File: config.mk
export PLATFORM = sky130hd
export DESIGN_NAME = uart_rx
export DESIGN_NICKNAME = d
export VERILOG_FILES = /design/src/rtl/uart_rx.sv
export SDC_FILE = /design/constraint.sdc
export NUM_CORES = 1
export LEC_CHECK = 0
export BUFFER_PORTS_ARGS = -buffer_cell sky130_fd_sc_hd__buf_4
export CAP_MARGIN = 40
export CORE_MARGIN = 2
export CORE_UTILIZATION = 55
export DETAILED_ROUTE_END_ITERATION = 10
export GPL_TIMING_DRIVEN = 1
export PLACE_DENSITY = 0.76
export SYNTH_ARGS = -nofsm -noshare
export SYNTH_HDL_FRONTEND = slang
export SYNTH_SLANG_ARGS = --single-unit
File: constraint.sdc
create_clock -name clk -period 1.68 [get_ports clk]
set_input_delay 0.168 -clock clk [delete_from_list [all_inputs] [get_ports clk]]
set_output_delay 0.168 -clock clk [all_outputs]
set_load 0.03 [all_outputs]
File: src/rtl/uart_rx.sv
// UART receiver: 2-flop synchronized line, oversampled start/data/parity/stop
// FSM and a single-entry output buffer with valid/ready handshake.
`timescale 1ns/1ps
module uart_rx #(
    parameter int unsigned DATA_BITS  = 8,
    parameter int unsigned OVERSAMPLE = 16
) (
    input  logic                 clk,
    input  logic                 rst,
    input  logic                 rx_tick,
    input  logic                 rx,
    input  logic                 parity_en,
    input  logic                 parity_odd,
    output logic [DATA_BITS-1:0] data_out,
    output logic                 data_valid,
    input  logic                 data_ready,
    output logic                 frame_err,
    output logic                 parity_err,
    output logic                 overrun_err,
    output logic                 busy
);

    localparam int unsigned TickW = (OVERSAMPLE > 1) ? $clog2(OVERSAMPLE) : 1;
    localparam logic [TickW-1:0] TickMid  = TickW'(OVERSAMPLE / 2 - 1);
    localparam logic [TickW-1:0] TickLast = TickW'(OVERSAMPLE - 1);
    localparam logic [2:0]       BitLast  = 3'(DATA_BITS - 1);

    typedef enum logic [2:0] {
        StIdle,
        StStart,
        StData,
        StParity,
        StStop
    } state_e;

    // Line synchronizer; resets to the idle level so reset release never looks like a start.
    logic rx_meta_q;
    logic rx_s;

    always_ff @(posedge clk or negedge rst) begin
        if (!rst) begin
            rx_meta_q <= 1'b1;
            rx_s      <= 1'b1;
        end else begin
            rx_meta_q <= rx;
            rx_s      <= rx_meta_q;
        end
    end

    state_e                 state_q, state_d;
    logic [TickW-1:0]       tick_q, tick_d;
    logic [2:0]             bit_q, bit_d;
    logic [DATA_BITS-1:0]   shreg_q, shreg_d;
    logic                   rx_prev_q, rx_prev_d;
    logic                   par_en_q, par_en_d;
    logic                   par_odd_q, par_odd_d;
    logic                   par_err_q, par_err_d;
    logic                   frm_err_q, frm_err_d;
    logic                   done_q, done_d;

    always_ff @(posedge clk or negedge rst) begin
        if (!rst) begin
            state_q   <= StIdle;
            tick_q    <= '0;
            bit_q     <= '0;
            shreg_q   <= '0;
            rx_prev_q <= 1'b1;
            par_en_q  <= 1'b0;
            par_odd_q <= 1'b0;
            par_err_q <= 1'b0;
            frm_err_q <= 1'b0;
            done_q    <= 1'b0;
        end else begin
            state_q   <= state_d;
            tick_q    <= tick_d;
            bit_q     <= bit_d;
            shreg_q   <= shreg_d;
            rx_prev_q <= rx_prev_d;
            par_en_q  <= par_en_d;
            par_odd_q <= par_odd_d;
            par_err_q <= par_err_d;
            frm_err_q <= frm_err_d;
            done_q    <= done_d;
        end
    end

    // rx_prev tracks the line at the previous tick, so an edge between ticks is still seen.
    always_comb begin
        state_d   = state_q;
        tick_d    = tick_q;
        bit_d     = bit_q;
        shreg_d   = shreg_q;
        rx_prev_d = rx_prev_q;
        par_en_d  = par_en_q;
        par_odd_d = par_odd_q;
        par_err_d = par_err_q;
        frm_err_d = frm_err_q;
        done_d    = 1'b0;

        if (rx_tick) begin
            rx_prev_d = rx_s;
            case (state_q)
                StIdle: begin
                    if (!rx_s && rx_prev_q) begin
                        tick_d  = '0;
                        state_d = StStart;
                    end
                end
                StStart: begin
                    if (tick_q == TickMid) begin
                        tick_d = '0;
                        if (rx_s) begin
                            state_d = StIdle;
                        end else begin
                            bit_d     = '0;
                            par_en_d  = parity_en;
                            par_odd_d = parity_odd;
                            par_err_d = 1'b0;
                            state_d   = StData;
                        end
                    end else begin
                        tick_d = tick_q + 1'b1;
                    end
                end
                StData: begin
                    if (tick_q == TickLast) begin
                        tick_d  = '0;
                        shreg_d = {rx_s, shreg_q[DATA_BITS-1:1]};
                        if (bit_q == BitLast) begin
                            bit_d   = '0;
                            state_d = par_en_q ? StParity : StStop;
                        end else begin
                            bit_d = bit_q + 1'b1;
                        end
                    end else begin
                        tick_d = tick_q + 1'b1;
                    end
                end
                StParity: begin
                    if (tick_q == TickLast) begin
                        tick_d    = '0;
                        par_err_d = (rx_s != ((^shreg_q) ^ par_odd_q));
                        state_d   = StStop;
                    end else begin
                        tick_d = tick_q + 1'b1;
                    end
                end
                StStop: begin
                    if (tick_q == TickLast) begin
                        tick_d    = '0;
                        frm_err_d = ~rx_s;
                        done_d    = 1'b1;
                        state_d   = StIdle;
                    end else begin
                        tick_d = tick_q + 1'b1;
                    end
                end
                default: begin
                    tick_d  = '0;
                    state_d = StIdle;
                end
            endcase
        end
    end

    // Output buffer: a same-cycle handshake frees the slot before the new frame lands.
    logic [DATA_BITS-1:0] data_out_d;
    logic                 data_valid_d;
    logic                 frame_err_d;
    logic                 parity_err_d;
    logic                 overrun_err_d;

    always_comb begin
        data_out_d    = data_out;
        data_valid_d  = data_valid;
        frame_err_d   = frame_err;
        parity_err_d  = parity_err;
        overrun_err_d = 1'b0;

        if (done_q) begin
            if (!data_valid || data_ready) begin
                data_out_d   = shreg_q;
                data_valid_d = 1'b1;
                frame_err_d  = frm_err_q;
                parity_err_d = par_en_q & par_err_q;
            end else begin
                overrun_err_d = 1'b1;
            end
        end else if (data_valid && data_ready) begin
            data_valid_d = 1'b0;
        end
    end

    always_ff @(posedge clk or negedge rst) begin
        if (!rst) begin
            data_out    <= '0;
            data_valid  <= 1'b0;
            frame_err   <= 1'b0;
            parity_err  <= 1'b0;
            overrun_err <= 1'b0;
        end else begin
            data_out    <= data_out_d;
            data_valid  <= data_valid_d;
            frame_err   <= frame_err_d;
            parity_err  <= parity_err_d;
            overrun_err <= overrun_err_d;
        end
    end

    assign busy = (state_q != StIdle);

endmodule

==> metrics.txt, run 1 <==
outcome=finished, final reports clean; Slowest cell on crit path=dfrtp_2; Int Pwr=1.476 mW; Ports=20; vias in the first global route=around 1300; Max-Cap Viols=0; initial antenna violation count=0; first-pass GRT wire length=5.478 mm; crit path cell chain=or3_4 -> buf_4; Register-to-Register Setup Slack=roughly 70 ps; CTS tree=done; FMAX=610.0 MHz; Worst Path Arrival=roughly 1500 ps; WL/cell=14.80 um; CP required=1510 ps; Yosys top cell area share=about half; Hold WS=50.36 ps; Synth area leaders=dfrtp_1 (49%), mux2_2 (12%), dfstp_2 (4.4%), nand2_1 (3.5%), xnor2_1 (2.9%); Pre-Repair DR Iteration Count=5; Remaining DRCs=0; number of synthesized register bits=38; mapped cell area=between 0.0015 and 0.002 sq mm; largest net degree at the start of global routing=39; Setup Crit Path Kind=register to primary output; core footprint=just over 0.003 sq mm; die height=roughly 61 um; Switch Pwr=between 0.6 and 0.7 mW; Antenna Violating Nets Remaining=0; Hold Fails Final Rpt=0; CTS buffer count=5; CTS Sinks=38; Placer Congestion=0.9501; Clock Power Share=around 23%; max incr delay on CP=~490 ps; WHS Path Cells=2; final slew viol count=0; routed wire length=about 3.3 mm; EDFF count, synth=0; root buffer cell=clkbuf_4; Seq/Total Area, Yosys=a little over half; Die ar.=~0.0038 sq mm; total congestion overflow=0; Syn. warnings=0; leak pwr=approximately 1 nW; Pwr per Cell Area=1023 mW/mm^2; CP Launch Type=register; fin cells=~220; setup tns final=0 ps; WHS Endpoint=par_odd_q; Gate Count Post-Synth=approximately 150; Post-Syn Nets=~160; Flop pwr share=a little over half; vias per cell=slightly below 6; Skew-Pair Late Insertion Delay=roughly 350 ps; Logic pwr share=between 20 and 30%; Synth Flop Type=dfrtp_1; Rows=20; hold crit path type=primary input to register; Fill cells=247; Clock Skew=approximately 15 ps; critical path peak fanout=9; Slew headroom=approximately 69%; Syn-to-layout area delta=17.35%; Vias=1291; share of cells above drive strength 1=roughly two fifths; Synth cell types=43; HP Start=parity_odd; # port buffers=19; actual slew at the worst max-slew pin=between 400 and 500 ps; CTS H-tree lvls=2; Worst Setup End Kind=primary output; Switching Share=31.77%; ANT cells=0; HPWL after DPL=between 2 and 2.5 mm; reg2reg end=state_q[0]; fraction of registers with async set/reset=100.0%; Max IR drop VDD=approximately 0.73 mV; Tcrit/Tclk final=97.58%; reg2reg path depth=4; Synth area leader=dfrtp_1; die width=~61 um; Pwr Total=2.163 mW; Tmin final=1639 ps; DRT iter0 DRCs=54; count of final setup violators=0; clock-pin slew of the registers on the worst-case setup and hold paths=approximately 100 ps; syn_area_per_cell=11.94 sq um; reg2reg start=tick_q[3]; gr usage total=~21%; DP Cell Count=211; fin nets=between 150 and 200; Initial Util=slightly below 60%; clk buf depth=2
-- worst max path at each step --
stage | endpoint | cells after the start | start
final | busy | 2 | state_q[1]
after global routing | shreg_q[0] | 6 | tick_q[1]
after CTS | busy | 2 | state_q[0]
after detailed placement | shreg_q[6] | 5 | state_q[1]
after global placement | shreg_q[5] | 5 | state_q[1]
after floorplan | state_q[0] | 5 | state_q[1]
-- Yosys cell counts, drive strengths merged, types with 2 or more instances --
| cell | n |
|---|---|
| nand3 | 3 |
| inv | 7 |
| nor3 | 2 |
| nand2b | 4 |
| mux2i | 3 |
| o21ai | 12 |
| dfrtp | 35 |
| nand2 | 17 |
| xnor2 | 6 |
| mux2 | 20 |
| and2 | 2 |
| ha | 3 |
| or3 | 2 |
| buf | 7 |
| nor2 | 4 |
| o211ai | 2 |
| dfstp | 3 |
| nor2b | 2 |
-- sequential cells by signal (all words and copies together), names as in the netlist, 3 cells and up --
name,cells
state_q,3
data_out,8
bit_q,3
tick_q,4
shreg_q,8
-- repair_timing --
item	CTS	global route
hold buffers	2	0
endpoints found under the hold margin	36	0
endpoints found under the setup margin	0	16
resized for setup	0	6
buffers inserted	0	3
-- cell families (layout without fill, tap and decap cells) --
group	count (synthesis)	after routing	share of synthesized area (%)
AOI/OAI and AO/OA	23	23	9.091
muxes	23	23	14.16
DFF	38	38	52.95
buffers and inverters	14	43	4.233
xor gates and xnor gates	8	8	4.650
and+or+nand+nor	42	42	12.84
adders and majority gates	3	3	2.082
-- power by group through the flow --
stage | clock [mW] | combinational [mW] | sequential [mW]
2_1_floorplan | 0 | 0.401 | 1.09
3_3_place_gp | 0 | 0.422 | 1.13
3_5_place_dp | 0 | 0.452 | 1.14
4_1_cts | 0.505 | 0.460 | 1.13
5_1_grt | 0.536 | 0.595 | 1.14
6_report | 0.496 | 0.540 | 1.13
-- metrics by stage --
| stage | setup slack, ps | cell area [sq um] | utilization [%] |
|---|---|---|---|
| 2_1_floorplan | 149.6 | 1803 | - |
| 3_3_place_gp | 94.38 | 1993 | 64.76 |
| 3_5_place_dp | 67.61 | 1993 | 64.76 |
| 4_1_cts | 1.164 | 2073 | 67.36 |
| 5_1_grt | -9.146 | 2116 | 68.74 |
| 6_report | 40.60 | 2116 | 68.74 |
-- layout by cell type (no fill, tap or decap), types with 3 or more instances in the layout --
cell,netlist,routed
nand2b_1,4,4
o21ai_1,5,5
buf_4,1,25
dfrtp_1,35,33
nand2_1,17,17
dfstp_2,3,3
clkbuf_4,0,5
o21ai_0,5,5
xnor2_1,6,6
mux2_2,19,19
nand3_1,3,3
mux2i_1,3,3
inv_1,6,6
nor2_1,4,4
-- metal layers --
layer	wire length [um]	share of wire (%)	vias up	GRT usage, %
li1	-	-	587	-
met1	1320	40	634	23.64
met2	1723	52	47	36.02
met3	157	4.7	23	4.412
met4	114	3.4	0	10.87
met5	0	0	-	0
-- worst max-delay path: cells and delay by family, from the launching register on --
family        cells  cell delay (ps)
flops             1              490
buf+inv           1              190
simple gates      1              450
-- layout make-up --
type                            instances  area, sq um  area share (%)
Clock buffer                            7        55.05           2.602
Clock inverter                          1        5.005          0.2365
Inverter                                7        26.28           1.242
Multi-Input combinational cell         99        789.5           37.32
Sequential cell                        38        957.2           45.24
Tap cell                               44        55.05           2.602
Timing Repair Buffer                   28        227.7           10.76
Power figures use the tool's default switching activity.
==> inputs of run 2 (changes only) <==
--- a/config.mk
+++ b/config.mk
@@ -12,6 +12,7 @@
 export DETAILED_ROUTE_END_ITERATION = 10
 export GPL_TIMING_DRIVEN = 1
 export PLACE_DENSITY = 0.76
+export RECOVER_POWER = 25
 export SYNTH_ARGS = -nofsm -noshare
 export SYNTH_HDL_FRONTEND = slang
 export SYNTH_SLANG_ARGS = --single-unit
==> metrics.txt, run 2 (same netlist as run 1, synthesis figures left out) <==
outcome=finished, final reports clean (unchanged); Int Pwr=1.475 mW (was 1.476 mW); Worst Path Arrival=1470 ps (about the same); HPWL after DPL=2.338 mm (unchanged); hold crit path type=primary input to register (unchanged); Clock Power Share=22.9% (about the same); Tcrit/Tclk final=97.63% (was 97.58%); cell area after placement=0.001993 sq mm (unchanged); Finished Core Util=68.66% (was 68.74%); Remaining DRCs=0 (unchanged); count of final setup violators=0 (unchanged); worst path bufs/invs=1 (unchanged); Pre-Repair DR Iteration Count=6 (was 5); most common cell after layout, fill and taps aside=dfrtp_1 (unchanged); largest net degree at the start of global routing=39 (unchanged); WP depth=2 (unchanged); Die ar.=0.003752 sq mm (unchanged); CTS Sinks=38 (unchanged); Initial Util=58.58% (unchanged); Switch Pwr=0.6848 mW (was 0.6874 mW); reg2reg end=state_q[0] (unchanged); Skew-Pair Late Insertion Delay=350 ps (about the same); Worst Setup End Kind=primary output (unchanged); CTS buffer count=5 (unchanged); Slew headroom=39.87% (was 68.93%); CP Capture Point=busy (unchanged); # port buffers=19 (unchanged); vias in the first global route=1257 (unchanged); Design Area, Final=0.002113 sq mm (was 0.002116 sq mm); routed wire length=3.302 mm (was 3.315 mm); die width=61.26 um (unchanged); gr usage total=20.62% (unchanged); CP required=1510 ps (about the same); leak pwr=1.015 nW (was 1.016 nW); actual slew at the worst max-slew pin=901.9 ps (was 466.0 ps); DRT iter0 DRCs=54 (unchanged); Clock Skew=13.41 ps (was 15.07 ps); CP Launch Point=state_q[1] (unchanged); final slew viol count=0 (unchanged); Slowest cell on crit path=dfrtp_2 (unchanged); initial antenna violation count=0 (unchanged); area occupied by multi-input gates=789.5 sq um (unchanged); Register-to-Register Setup Slack=80 ps (was 70 ps); Tmin final=1640 ps (was 1639 ps); WL/cell=14.74 um (was 14.80 um); Vias=1260 (was 1291); Logic pwr share=24.9% (was 25.0%); root buffer cell=clkbuf_4 (unchanged); FF+latch area=957.2 sq um (unchanged); total congestion overflow=0 (unchanged); share of cells above drive strength 1=38.89% (unchanged); Switching Share=31.70% (was 31.77%); crit path cell chain=or3_4 -> buf_4 (unchanged); core footprint=0.003078 sq mm (unchanged); Largest delay share family, worst path=flip-flops (unchanged); commonest non-fill, non-tap cells in the layout=dfrtp_1 (33), buf_4 (23), mux2_2 (19), nand2_1 (17) (was dfrtp_1 (33), buf_4 (25), mux2_2 (19), nand2_1 (17)); Max IR drop VDD=0.7316 mV (was 0.7317 mV); die height=61.26 um (unchanged); ANT cells=0 (unchanged); CTS H-tree lvls=2 (unchanged); WHS Path Cells=2 (unchanged); CP Launch Type=register (unchanged); Setup Crit Path Kind=register to primary output (unchanged); Pwr per Cell Area=1022 mW/mm^2 (was 1023 mW/mm^2); critical path peak fanout=9 (unchanged); reg2reg start=tick_q[3] (unchanged); CTS tree=done (unchanged); first-pass GRT wire length=5.478 mm (unchanged); Hold Fails Final Rpt=0 (unchanged); Syn-to-layout area delta=17.21% (was 17.35%); clk buf depth=2 (unchanged); Max-Cap Viols=0 (unchanged); Fill cells=248 (was 247); Placer Congestion=0.9501 (unchanged); fin nets=189 (unchanged); Rows=20 (unchanged); vias per cell=5.625 (was 5.763); FMAX=609.7 MHz (was 610.0 MHz); Ports=20 (unchanged); max incr delay on CP=490 ps (about the same); Antenna Violating Nets Remaining=0 (unchanged); Flop pwr share=52.2% (was 52.1%); top flop regs=data_out: 8 flops, shreg_q: 8 flops, tick_q: 4 flops (unchanged); clock-pin slew of the registers on the worst-case setup and hold paths=100 ps (about the same); reg2reg path depth=4 (unchanged)
## run 2: repair_timing
item | in CTS | in global routing
setup buffers | 0 | 3
gates resized for setup | 0 | 6
hold buffers | 2 | 0
hold endpoints to repair | 36 | 0
setup endpoints to repair | 0 | 16
## run 2: worst reg2reg max path, delay by kind of cell, from the launching register on
kind             cells  cell delay (ps)
AO/OA/AOI/OAI        3              550
flip-flops           1              490
AND/OR/NAND/NOR      1              470
## run 2: worst min-delay path by stage
| stage | to | from | slack [ps] |
|---|---|---|---|
| 2_1_floorplan | bit_q[0] | rst | -130 |
| 3_5_place_dp | data_valid | rst | 160 |
| 4_1_cts | par_odd_q | parity_odd | 40 |
| 6_report | par_odd_q | parity_odd | 50 |
| 3_3_place_gp | data_out[0] | rst | 150 |
| 5_1_grt | par_odd_q | parity_odd | 50 |
## run 2: final cells by class
cell class | instances | share of cell area (%)
timing repair buffer | 28 | 10.66
multi-input combinational | 99 | 37.36
inverter | 7 | 1.243
tap | 44 | 2.605
clock inverter | 1 | 0.2368
clock buffer | 7 | 2.605
sequential | 38 | 45.29
## run 2: metal layers
layer	part of all wire, %	global-route usage (%)
met3	4.6	4.412
met2	53	36.02
met5	0	0
met4	2.7	10.87
met1	40	23.64
## run 2: per-stage QoR
stage | power, mW | hold slack [ps] | TNS [ps] | cells | setup WS [ps]
after floorplan | 1.487 | -127.6 | 0 | 151 | 149.6
after global placement | 1.550 | 150.6 | 0 | 211 | 94.38
after detailed placement | 1.594 | 158.7 | 0 | 211 | 67.61
after CTS | 2.090 | 41.39 | 0 | 221 | 1.164
after global routing | 2.270 | 47.82 | -28.34 | 224 | -9.146
final | 2.160 | 49.27 | 0 | 224 | 39.83
## run 2: power groups by stage
stage	logic [mW]	clock network, mW	registers, mW
after floorplan	0.401	0	1.09
after global placement	0.422	0	1.13
after detailed placement	0.452	0	1.14
after CTS	0.460	0.505	1.13
after global routing	0.594	0.536	1.14
final	0.538	0.495	1.13
